$ cat src/rtl/pwm_pkg.sv
// Shared definitions for the multichannel PWM controller: register map,
// CTRL/STATUS bit positions and the counting-mode enum.
package pwm_pkg;

  localparam int unsigned AVS_AW = 6;
  localparam int unsigned AVS_DW = 32;

  // Word addresses; bit 5 of the address selects the DUTY bank.
  localparam logic [AVS_AW-1:0] ADDR_CTRL      = 6'd0;
  localparam logic [AVS_AW-1:0] ADDR_PRESC     = 6'd1;
  localparam logic [AVS_AW-1:0] ADDR_PERIOD    = 6'd2;
  localparam logic [AVS_AW-1:0] ADDR_COMMIT    = 6'd3;
  localparam logic [AVS_AW-1:0] ADDR_STATUS    = 6'd4;
  localparam logic [AVS_AW-1:0] ADDR_POL       = 6'd5;
  localparam logic [AVS_AW-1:0] ADDR_DUTY_BASE = 6'd32;

  localparam int unsigned CTRL_EN    = 0;
  localparam int unsigned CTRL_MODE  = 1;
  localparam int unsigned CTRL_IRQEN = 2;

  localparam int unsigned STAT_PEND = 0;
  localparam int unsigned STAT_UPD  = 1;

  typedef enum logic {
    PWM_EDGE   = 1'b0,
    PWM_CENTER = 1'b1
  } pwm_mode_e;

endpackage

$ cat src/rtl/pwm_multichannel_if.sv
// Avalon-MM slave bus of the PWM controller (no waitrequest, read latency 1).
//   avs_address   word address, bit 5 selects DUTY[address[4:0]]
//   avs_read      read strobe
//   avs_write     write strobe
//   avs_writedata write data
//   avs_readdata  read data, valid the cycle after avs_read
interface pwm_multichannel_if;
  import pwm_pkg::*;

  logic [AVS_AW-1:0] avs_address;
  logic              avs_read;
  logic              avs_write;
  logic [AVS_DW-1:0] avs_writedata;
  logic [AVS_DW-1:0] avs_readdata;

  modport master (output avs_address, avs_read, avs_write, avs_writedata,
                  input  avs_readdata);
  modport slave  (input  avs_address, avs_read, avs_write, avs_writedata,
                  output avs_readdata);
endinterface

$ cat src/rtl/pwm_timebase.sv
// Shared PWM timebase: prescaler, edge/center counter and period boundary.
//   clk, rst    clock, synchronous active-high reset
//   en          run enable; prescaler and counter held at 0 while low
//   mode        active counting mode
//   presc       prescaler terminal value (tick every presc+1 clocks)
//   period      active period value
//   cnt         counter (registered)
//   boundary_c  high on the tick that brings the counter back to 0
module pwm_timebase
  import pwm_pkg::*;
#(
  parameter int unsigned CNT_W   = 16,
  parameter int unsigned PRESC_W = 8
) (
  input  logic               clk,
  input  logic               rst,
  input  logic               en,
  input  pwm_mode_e          mode,
  input  logic [PRESC_W-1:0] presc,
  input  logic [CNT_W-1:0]   period,
  output logic [CNT_W-1:0]   cnt,
  output logic               boundary_c
);

  logic [PRESC_W-1:0] presc_cnt, presc_cnt_d;
  logic [CNT_W-1:0]   cnt_d;
  logic               down, down_d;
  logic               tick_c;

  // Next prescaler/counter/direction; a boundary is any tick that lands on 0.
  always_comb begin
    presc_cnt_d = presc_cnt;
    cnt_d       = cnt;
    down_d      = down;
    tick_c      = en && (presc_cnt >= presc);
    if (!en) begin
      presc_cnt_d = '0;
      cnt_d       = '0;
      down_d      = 1'b0;
    end else begin
      presc_cnt_d = tick_c ? '0 : presc_cnt + PRESC_W'(1);
      if (tick_c) begin
        if (mode == PWM_EDGE) begin
          cnt_d  = (cnt >= period) ? '0 : cnt + CNT_W'(1);
          down_d = 1'b0;
        end else if (down) begin
          cnt_d = cnt - CNT_W'(1);
        end else if (cnt < period) begin
          cnt_d = cnt + CNT_W'(1);
        end else if (cnt != '0) begin
          // Turn around at the top; PERIOD=0 falls through and stays at 0.
          cnt_d  = cnt - CNT_W'(1);
          down_d = 1'b1;
        end
        if (cnt_d == '0) down_d = 1'b0;
      end
    end
    boundary_c = tick_c && (cnt_d == '0);
  end

  always_ff @(posedge clk) begin
    if (rst) begin
      presc_cnt <= '0;
      cnt       <= '0;
      down      <= 1'b0;
    end else begin
      presc_cnt <= presc_cnt_d;
      cnt       <= cnt_d;
      down      <= down_d;
    end
  end

endmodule

$ cat src/rtl/pwm_multichannel.sv
// Avalon-MM PWM controller: NUM_CH outputs on one timebase, double-buffered
// PERIOD/DUTY/MODE committed at period boundaries, per-channel polarity.
//   clk_clk      system clock
//   reset_reset  synchronous active-high reset
//   avs          Avalon-MM slave bus
//   irq          level interrupt = STATUS.PEND & CTRL.IRQEN (registered)
//   pwm_out      registered PWM outputs
module pwm_multichannel
  import pwm_pkg::*;
#(
  parameter int unsigned NUM_CH  = 32,
  parameter int unsigned CNT_W   = 16,
  parameter int unsigned PRESC_W = 8
) (
  input  logic              clk_clk,
  input  logic              reset_reset,
  pwm_multichannel_if.slave avs,
  output logic              irq,
  output logic [NUM_CH-1:0] pwm_out
);

  logic               ctrl_en, ctrl_irqen;
  pwm_mode_e          mode_sh, mode_act;
  logic [PRESC_W-1:0] presc;
  logic [CNT_W-1:0]   period_sh, period_act;
  logic [CNT_W-1:0]   duty_sh  [NUM_CH];
  logic [CNT_W-1:0]   duty_act [NUM_CH];
  logic [NUM_CH-1:0]  pol;
  logic               pend, upd_pending;
  logic [AVS_DW-1:0]  rdata;

  logic [CNT_W-1:0]   cnt;
  logic               boundary_c;
  logic [NUM_CH-1:0]  raw_c;
  logic [AVS_DW-1:0]  wd_c, rd_c;
  logic [4:0]         duty_idx_c;
  logic               wr_ctrl_c, wr_presc_c, wr_period_c, wr_commit_c;
  logic               wr_status_c, wr_pol_c, wr_duty_c;
  logic               en_d, irqen_d, pend_d, upd_d, load_c;
  pwm_mode_e          mode_d;

  assign wd_c        = avs.avs_writedata;
  assign duty_idx_c  = avs.avs_address[4:0];
  assign wr_ctrl_c   = avs.avs_write && (avs.avs_address == ADDR_CTRL);
  assign wr_presc_c  = avs.avs_write && (avs.avs_address == ADDR_PRESC);
  assign wr_period_c = avs.avs_write && (avs.avs_address == ADDR_PERIOD);
  assign wr_commit_c = avs.avs_write && (avs.avs_address == ADDR_COMMIT);
  assign wr_status_c = avs.avs_write && (avs.avs_address == ADDR_STATUS);
  assign wr_pol_c    = avs.avs_write && (avs.avs_address == ADDR_POL);
  assign wr_duty_c   = avs.avs_write && avs.avs_address[5];

  pwm_timebase #(
    .CNT_W   (CNT_W),
    .PRESC_W (PRESC_W)
  ) u_timebase (
    .clk        (clk_clk),
    .rst        (reset_reset),
    .en         (ctrl_en),
    .mode       (mode_act),
    .presc      (presc),
    .period     (period_act),
    .cnt        (cnt),
    .boundary_c (boundary_c)
  );

  // Control/status next state; a boundary set of PEND beats a W1C, and a
  // COMMIT on the boundary cycle survives to the following boundary.
  always_comb begin
    en_d    = ctrl_en;
    irqen_d = ctrl_irqen;
    mode_d  = mode_sh;
    pend_d  = pend;
    upd_d   = upd_pending;
    if (wr_ctrl_c) begin
      en_d    = wd_c[CTRL_EN];
      irqen_d = wd_c[CTRL_IRQEN];
      mode_d  = pwm_mode_e'(wd_c[CTRL_MODE]);
    end
    if (wr_status_c && wd_c[STAT_PEND]) pend_d = 1'b0;
    if (boundary_c) pend_d = 1'b1;
    if (!ctrl_en) begin
      upd_d = 1'b0;
    end else begin
      if (boundary_c && upd_pending) upd_d = 1'b0;
      if (wr_commit_c) upd_d = 1'b1;
    end
  end

  assign load_c = !ctrl_en || (boundary_c && upd_pending);

  // Register readback (shadow values for PERIOD/DUTY).
  always_comb begin
    rd_c = '0;
    if (avs.avs_address[5]) begin
      for (int i = 0; i < NUM_CH; i++)
        if (duty_idx_c == 5'(i)) rd_c = AVS_DW'(duty_sh[i]);
    end else begin
      case (avs.avs_address)
        ADDR_CTRL: begin
          rd_c[CTRL_EN]    = ctrl_en;
          rd_c[CTRL_MODE]  = (mode_sh == PWM_CENTER);
          rd_c[CTRL_IRQEN] = ctrl_irqen;
        end
        ADDR_PRESC:  rd_c = AVS_DW'(presc);
        ADDR_PERIOD: rd_c = AVS_DW'(period_sh);
        ADDR_STATUS: begin
          rd_c[STAT_PEND] = pend;
          rd_c[STAT_UPD]  = upd_pending;
        end
        ADDR_POL:    rd_c = AVS_DW'(pol);
        default:     rd_c = '0;
      endcase
    end
  end

  // Per-channel compare against the active duty.
  for (genvar i = 0; i < NUM_CH; i++) begin : g_cmp
    assign raw_c[i] = (cnt < duty_act[i]);
  end

  always_ff @(posedge clk_clk) begin
    if (reset_reset) begin
      ctrl_en     <= 1'b0;
      ctrl_irqen  <= 1'b0;
      mode_sh     <= PWM_EDGE;
      mode_act    <= PWM_EDGE;
      presc       <= '0;
      period_sh   <= '0;
      period_act  <= '0;
      pol         <= '0;
      pend        <= 1'b0;
      upd_pending <= 1'b0;
      rdata       <= '0;
      irq         <= 1'b0;
      pwm_out     <= '0;
      for (int i = 0; i < NUM_CH; i++) begin
        duty_sh[i]  <= '0;
        duty_act[i] <= '0;
      end
    end else begin
      ctrl_en     <= en_d;
      ctrl_irqen  <= irqen_d;
      mode_sh     <= mode_d;
      pend        <= pend_d;
      upd_pending <= upd_d;
      if (wr_presc_c)  presc     <= wd_c[PRESC_W-1:0];
      if (wr_period_c) period_sh <= wd_c[CNT_W-1:0];
      if (wr_pol_c)    pol       <= wd_c[NUM_CH-1:0];
      for (int i = 0; i < NUM_CH; i++)
        if (wr_duty_c && (duty_idx_c == 5'(i))) duty_sh[i] <= wd_c[CNT_W-1:0];
      if (load_c) begin
        period_act <= period_sh;
        mode_act   <= mode_sh;
        for (int i = 0; i < NUM_CH; i++) duty_act[i] <= duty_sh[i];
      end
      // While disabled the mode follows CTRL directly so EN+MODE can go in one write.
      if (!ctrl_en) mode_act <= mode_d;
      rdata   <= avs.avs_read ? rd_c : '0;
      irq     <= pend_d & irqen_d;
      pwm_out <= ctrl_en ? (raw_c ^ pol) : pol;
    end
  end

  assign avs.avs_readdata = rdata;

endmodule

$ cat src/flat_wrapper.sv
// flat-port wrapper written by rule: the top's interface ports become plain ports
module pwm_multichannel_flat import pwm_pkg::*;
#(
  parameter int unsigned NUM_CH  = 32,
  parameter int unsigned CNT_W   = 16,
  parameter int unsigned PRESC_W = 8
)
  (clk_clk, reset_reset, irq, pwm_out, avs_avs_address, avs_avs_read, avs_avs_write, avs_avs_writedata, avs_avs_readdata);
  pwm_multichannel_if avs_i ();
  input  logic clk_clk;
  input  logic reset_reset;
  output logic irq;
  output logic [NUM_CH-1:0] pwm_out;
  input wire logic [$bits(avs_i.avs_address)-1:0] avs_avs_address;
  input wire logic [$bits(avs_i.avs_read)-1:0] avs_avs_read;
  input wire logic [$bits(avs_i.avs_write)-1:0] avs_avs_write;
  input wire logic [$bits(avs_i.avs_writedata)-1:0] avs_avs_writedata;
  output wire logic [$bits(avs_i.avs_readdata)-1:0] avs_avs_readdata;
  assign avs_i.avs_address = avs_avs_address;
  assign avs_i.avs_read = avs_avs_read;
  assign avs_i.avs_write = avs_avs_write;
  assign avs_i.avs_writedata = avs_avs_writedata;
  assign avs_avs_readdata = avs_i.avs_readdata;
  pwm_multichannel #(.NUM_CH(NUM_CH), .CNT_W(CNT_W), .PRESC_W(PRESC_W)) u_core (.clk_clk(clk_clk), .reset_reset(reset_reset), .avs(avs_i), .irq(irq), .pwm_out(pwm_out));
endmodule
$ cat config.mk
export PLATFORM = sky130hd
export DESIGN_NAME = pwm_multichannel_flat
export DESIGN_NICKNAME = d
export VERILOG_FILES = /design/src/rtl/pwm_pkg.sv /design/src/rtl/pwm_multichannel_if.sv /design/src/rtl/pwm_timebase.sv /design/src/rtl/pwm_multichannel.sv /design/src/flat_wrapper.sv
export SDC_FILE = /design/constraint.sdc
export NUM_CORES = 2
export LEC_CHECK = 0
export CAP_MARGIN = 30
export CORE_ASPECT_RATIO = 0.6
export CORE_MARGIN = 2
export CORE_UTILIZATION = 40
export DETAILED_ROUTE_END_ITERATION = 12
export DONT_BUFFER_PORTS = 1
export PLACE_DENSITY_LB_ADDON = 0.05
export SYNTH_ARGS = -nofsm -noshare
export SYNTH_HDL_FRONTEND = slang
export SYNTH_SLANG_ARGS = --single-unit
export TNS_END_PERCENT = 30
$ cat constraint.sdc
create_clock -name clk_clk -period 85.1 [get_ports clk_clk]
set_input_delay 17.02 -clock clk_clk [delete_from_list [all_inputs] [get_ports clk_clk]]
set_output_delay 17.02 -clock clk_clk [all_outputs]
set_load 0.02 [all_outputs]
==> flow_summary.yaml <==
grt:
  grt_max_degree: 709
  grt-ovfl-total: 0
  grt_usage_pct: 29.6
  antenna_found_initial: 20
  first_global_vias: 41000
  grt_pass1_wl_mm: 334
setup_path:
  reg2reg_depth: 16
  path_max_fanout: 206
  critPathArrivalTime_ns: 21.40
  r2r_setup_slack_ns: 77.61
  timing.rr.start: "u_core.u_timebase.cnt[9]"
  r2r-end: "u_core.duty_act[1][110]"
  start_kind: "primary input"
  critical_path_class: "in2reg"
  crit_required_ns: 85.74
  critPathCaptureType: "flip-flop"
detailed_routing:
  wirelength_mm: 242
  drtPass1Iterations: 6
  ant_nets: 0
  remaining_drc_errors: 0
  dr.first_iter.drc_count: 6585
  viasPerCell: 5.84
  wl_per_cell_um: 31.6
  num_vias: 44700
clocking:
  worstSkewPairLatency_ns: 0.79
  cts_tree: "yes"
  cts-buffers-inserted: 119
  htreeDepth: 3
  clkTransAtPathRegs_ns: 0.07
  hold_buffers: 0
  cts_buffer_depth: 3
  cts_sinks: 1192
  ctsResizeCount: 0
  postCtsSetupBuffers: 0
  cts-root-buf: "clkbuf_16"
pwr:
  seqPwrFrac_pct: 51.2
  power_density_nw_per_um2: 19.5
  power_frac_comb_pct: 7.7
  p_clk_share_pct: 41.0
  internal_power_w: 0.00101
  ir_worst_vdd_mv: 0.0203
  swShare_pct: 25.2
  leakage_nw: 28.3
  switchingPower_w: 0.000342
logic_synthesis:
  synth_cells: 5499
  avgSynthCellArea_um2: 11.5
  syn_area_um2: 63000
  synthFlopType: "edfxtp_1"
  syn_nets: 6049
  yosysUniqueCellTypes: 82
  seq_area_frac_synth_pct: 54.1
  ys_seq_elements: 1192
  ys_warn_count: 0
  ys_async_sr_fraction_pct: 0
  synth_enable_flop_cells: 1024
worst_hold_path:
  min_from: "u_core.mode_sh"
  whs_endpoint: "u_core.mode_sh"
  hold_class: "reg2reg"
  hold_path_depth: 2
floorplan:
  start_util_pct: 40.4
  die_w_um: 517
  fp-row-count: 112
  dieArea_um2: 161000
  io_pins: 107
  coreArea_um2: 156000
  die_h_um: 312
timing:
  skew_ns: 0.0421
  setup_violations: 0
  slew_headroom_pct: 24.3
  rsz0062_at_grt: "false"
  hold_viol: 0
  fin_tns_setup_ns: 0
  min_period_ns: 20.76
  fmax_ghz: 0.0482
  worstMarginPinSlew_ns: 1.13
  fin_crit_sh_pct: 24.4
  final_max_slew_viol_count: 0
placed_design:
  port_buffers: 0
  dpl_cell_area_um2: 65400
  numPlacedInstances: 7410
  post-dp-hpwl_mm: 164
  gp_congestion: 0.960
final_layout:
  final_area_um2: 69500
  nets: 5980
  drive_gt1_share_pct: 12.0
  areaGrowthSynthToFinish_pct: 10.3
  instances_no_fill: 7648
flow_run:
  maxCapViolCount: 0
status:
  status: "finished clean"
==> flip-flops by register name (all words and copies together), names as in the netlist, 8 cells and up <==
register and flops:
u_core.period_sh 16, u_core.u_timebase.cnt 16, u_core.period_act 16, u_core.duty_sh 512, u_core.presc 8, u_core.duty_act 512, u_core.avs.avs_readdata 32, u_core.pol 32
u_core.pwm_out 32, u_core.u_timebase.presc_cnt 8
==> layout make-up <==
cell class,instances,area [um2]
repair buffers,124,1200
clock buffers,155,3250
fillers,14500,86400
clock inverters,70,702
multi-input cells,3453,25600
flip-flops and latches,1192,34100
well taps,2109,2640
diodes,5,12.5
inverters,540,2030
==> worst max path at each step <==
stage | startpoint | cells past startpoint | slack (ns) | endpoint
6_report | avs_avs_address[1] | 11 | 64.34 | u_core.avs.avs_readdata[6]
5_1_grt | avs_avs_address[1] | 11 | 64.69 | u_core.avs.avs_readdata[6]
4_1_cts | avs_avs_address[1] | 11 | 65.02 | u_core.avs.avs_readdata[6]
3_5_place_dp | avs_avs_address[1] | 11 | 64.22 | u_core.avs.avs_readdata[6]
3_3_place_gp | avs_avs_address[1] | 11 | 64.27 | u_core.avs.avs_readdata[6]
2_1_floorplan | u_core.u_timebase.cnt[11] | 11 | 43.77 | u_core.duty_act[0][0]
==> power by group through the flow <==
stage               Clock [W]  Combinational, W  Sequential (W)
floorplan                   0         0.0000693        0.000688
global placement            0         0.0000943        0.000706
detailed placement          0         0.0000964        0.000705
CTS                  0.000562         0.0000970        0.000693
global route         0.000584          0.000112        0.000695
finish               0.000556          0.000105        0.000694
==> synth_stat cells (39+ instances only) <==
cell	count	area, um2
nand3_1	85	425
nand2_1	298	1120
nor2b_1	251	1570
o22ai_1	44	275
nor3b_1	40	300
clkbuf_1	236	886
a21o_1	288	2160
nand4_1	49	307
buf_1	39	146
nor3b_2	249	3120
a21oi_1	262	1310
edfxtp_1	1024	30700
a31oi_1	40	250
dfxtp_1	168	3360
o21ai_0	168	841
mux2_2	39	439
inv_1	539	2020
a211oi_1	43	323
nand2b_1	110	688
nor2_1	506	1900
mux2i_1	60	601
ha_1	508	6360
==> cells in the final DEF, fill, tap and decap left out, types with 21 or more instances in the layout <==
cell type | netlist | layout
clkinv_1 | 0 | 22
nand2_1 | 298 | 298
nor3b_1 | 40 | 38
mux2_2 | 39 | 39
a21o_1 | 288 | 288
ha_1 | 508 | 508
o22ai_1 | 44 | 44
edfxtp_1 | 1024 | 1024
o221ai_1 | 23 | 23
nand2b_1 | 110 | 108
a22oi_1 | 30 | 30
clkbuf_1 | 236 | 26
o21ai_0 | 168 | 167
nor2_1 | 506 | 505
inv_1 | 539 | 538
buf_4 | 0 | 105
nor3_1 | 35 | 31
nand3_1 | 85 | 85
nor3b_2 | 249 | 251
a31oi_1 | 40 | 40
a21oi_1 | 262 | 262
clkinv_2 | 0 | 21
clkbuf_16 | 0 | 122
a211oi_1 | 43 | 43
nand4_1 | 49 | 49
a311oi_1 | 22 | 21
and2_1 | 24 | 23
dfxtp_1 | 168 | 152
a221oi_1 | 22 | 22
mux2i_1 | 60 | 60
nor2b_1 | 251 | 249
o211ai_1 | 22 | 22
==> logic make-up (layout without fill, tap and decap cells) <==
group           count (synthesis)  count (layout)  synth area share [%]
flops                        1192            1192                  54.1
other cells                     0               5                     0
compound gates               1099            1099                  11.6
xor+xnor                       29              29                 0.403
simple gates                 1703            1703                  16.1
mux                           114             114                  2.17
buf+inv                       854             889                  5.45
fa+ha+maj                     508             508                  10.1
==> worst max-delay path, cell delays in order <==
cell and delay, ns:
and2_1 0.79, buf_4 0.37, nand2_1 0.17, o21ai_0 0.22, a31oi_1 0.17, a211oi_1 0.54
o21ai_0 0.33, a221oi_1 0.41, o21ai_0 0.22, a211oi_1 0.62, o31ai_1 0.14
==> metrics by stage <==
| step | hold slack, ns | power [W] | util (%) | worst slack, ns |
|---|---|---|---|---|
| 4_1_cts | 0.470 | 0.00135 | 44.5 | 65.02 |
| 3_5_place_dp | 0.460 | 0.000801 | 41.9 | 64.22 |
| 5_1_grt | 0.494 | 0.00139 | 44.6 | 64.69 |
| 2_1_floorplan | 0.446 | 0.000758 | - | 43.77 |
| 6_report | 0.471 | 0.00136 | 44.6 | 64.34 |
| 3_3_place_gp | 0.457 | 0.000800 | 41.8 | 64.27 |
==> layer usage <==
metal  share of wire [%]  GRT usage (%)
met5               0.017              0
met4                 2.0           5.86
met3                  11           7.19
met2                  37           37.0
met1                  50           49.5
Note: power is estimated with default switching activity, not from simulation.
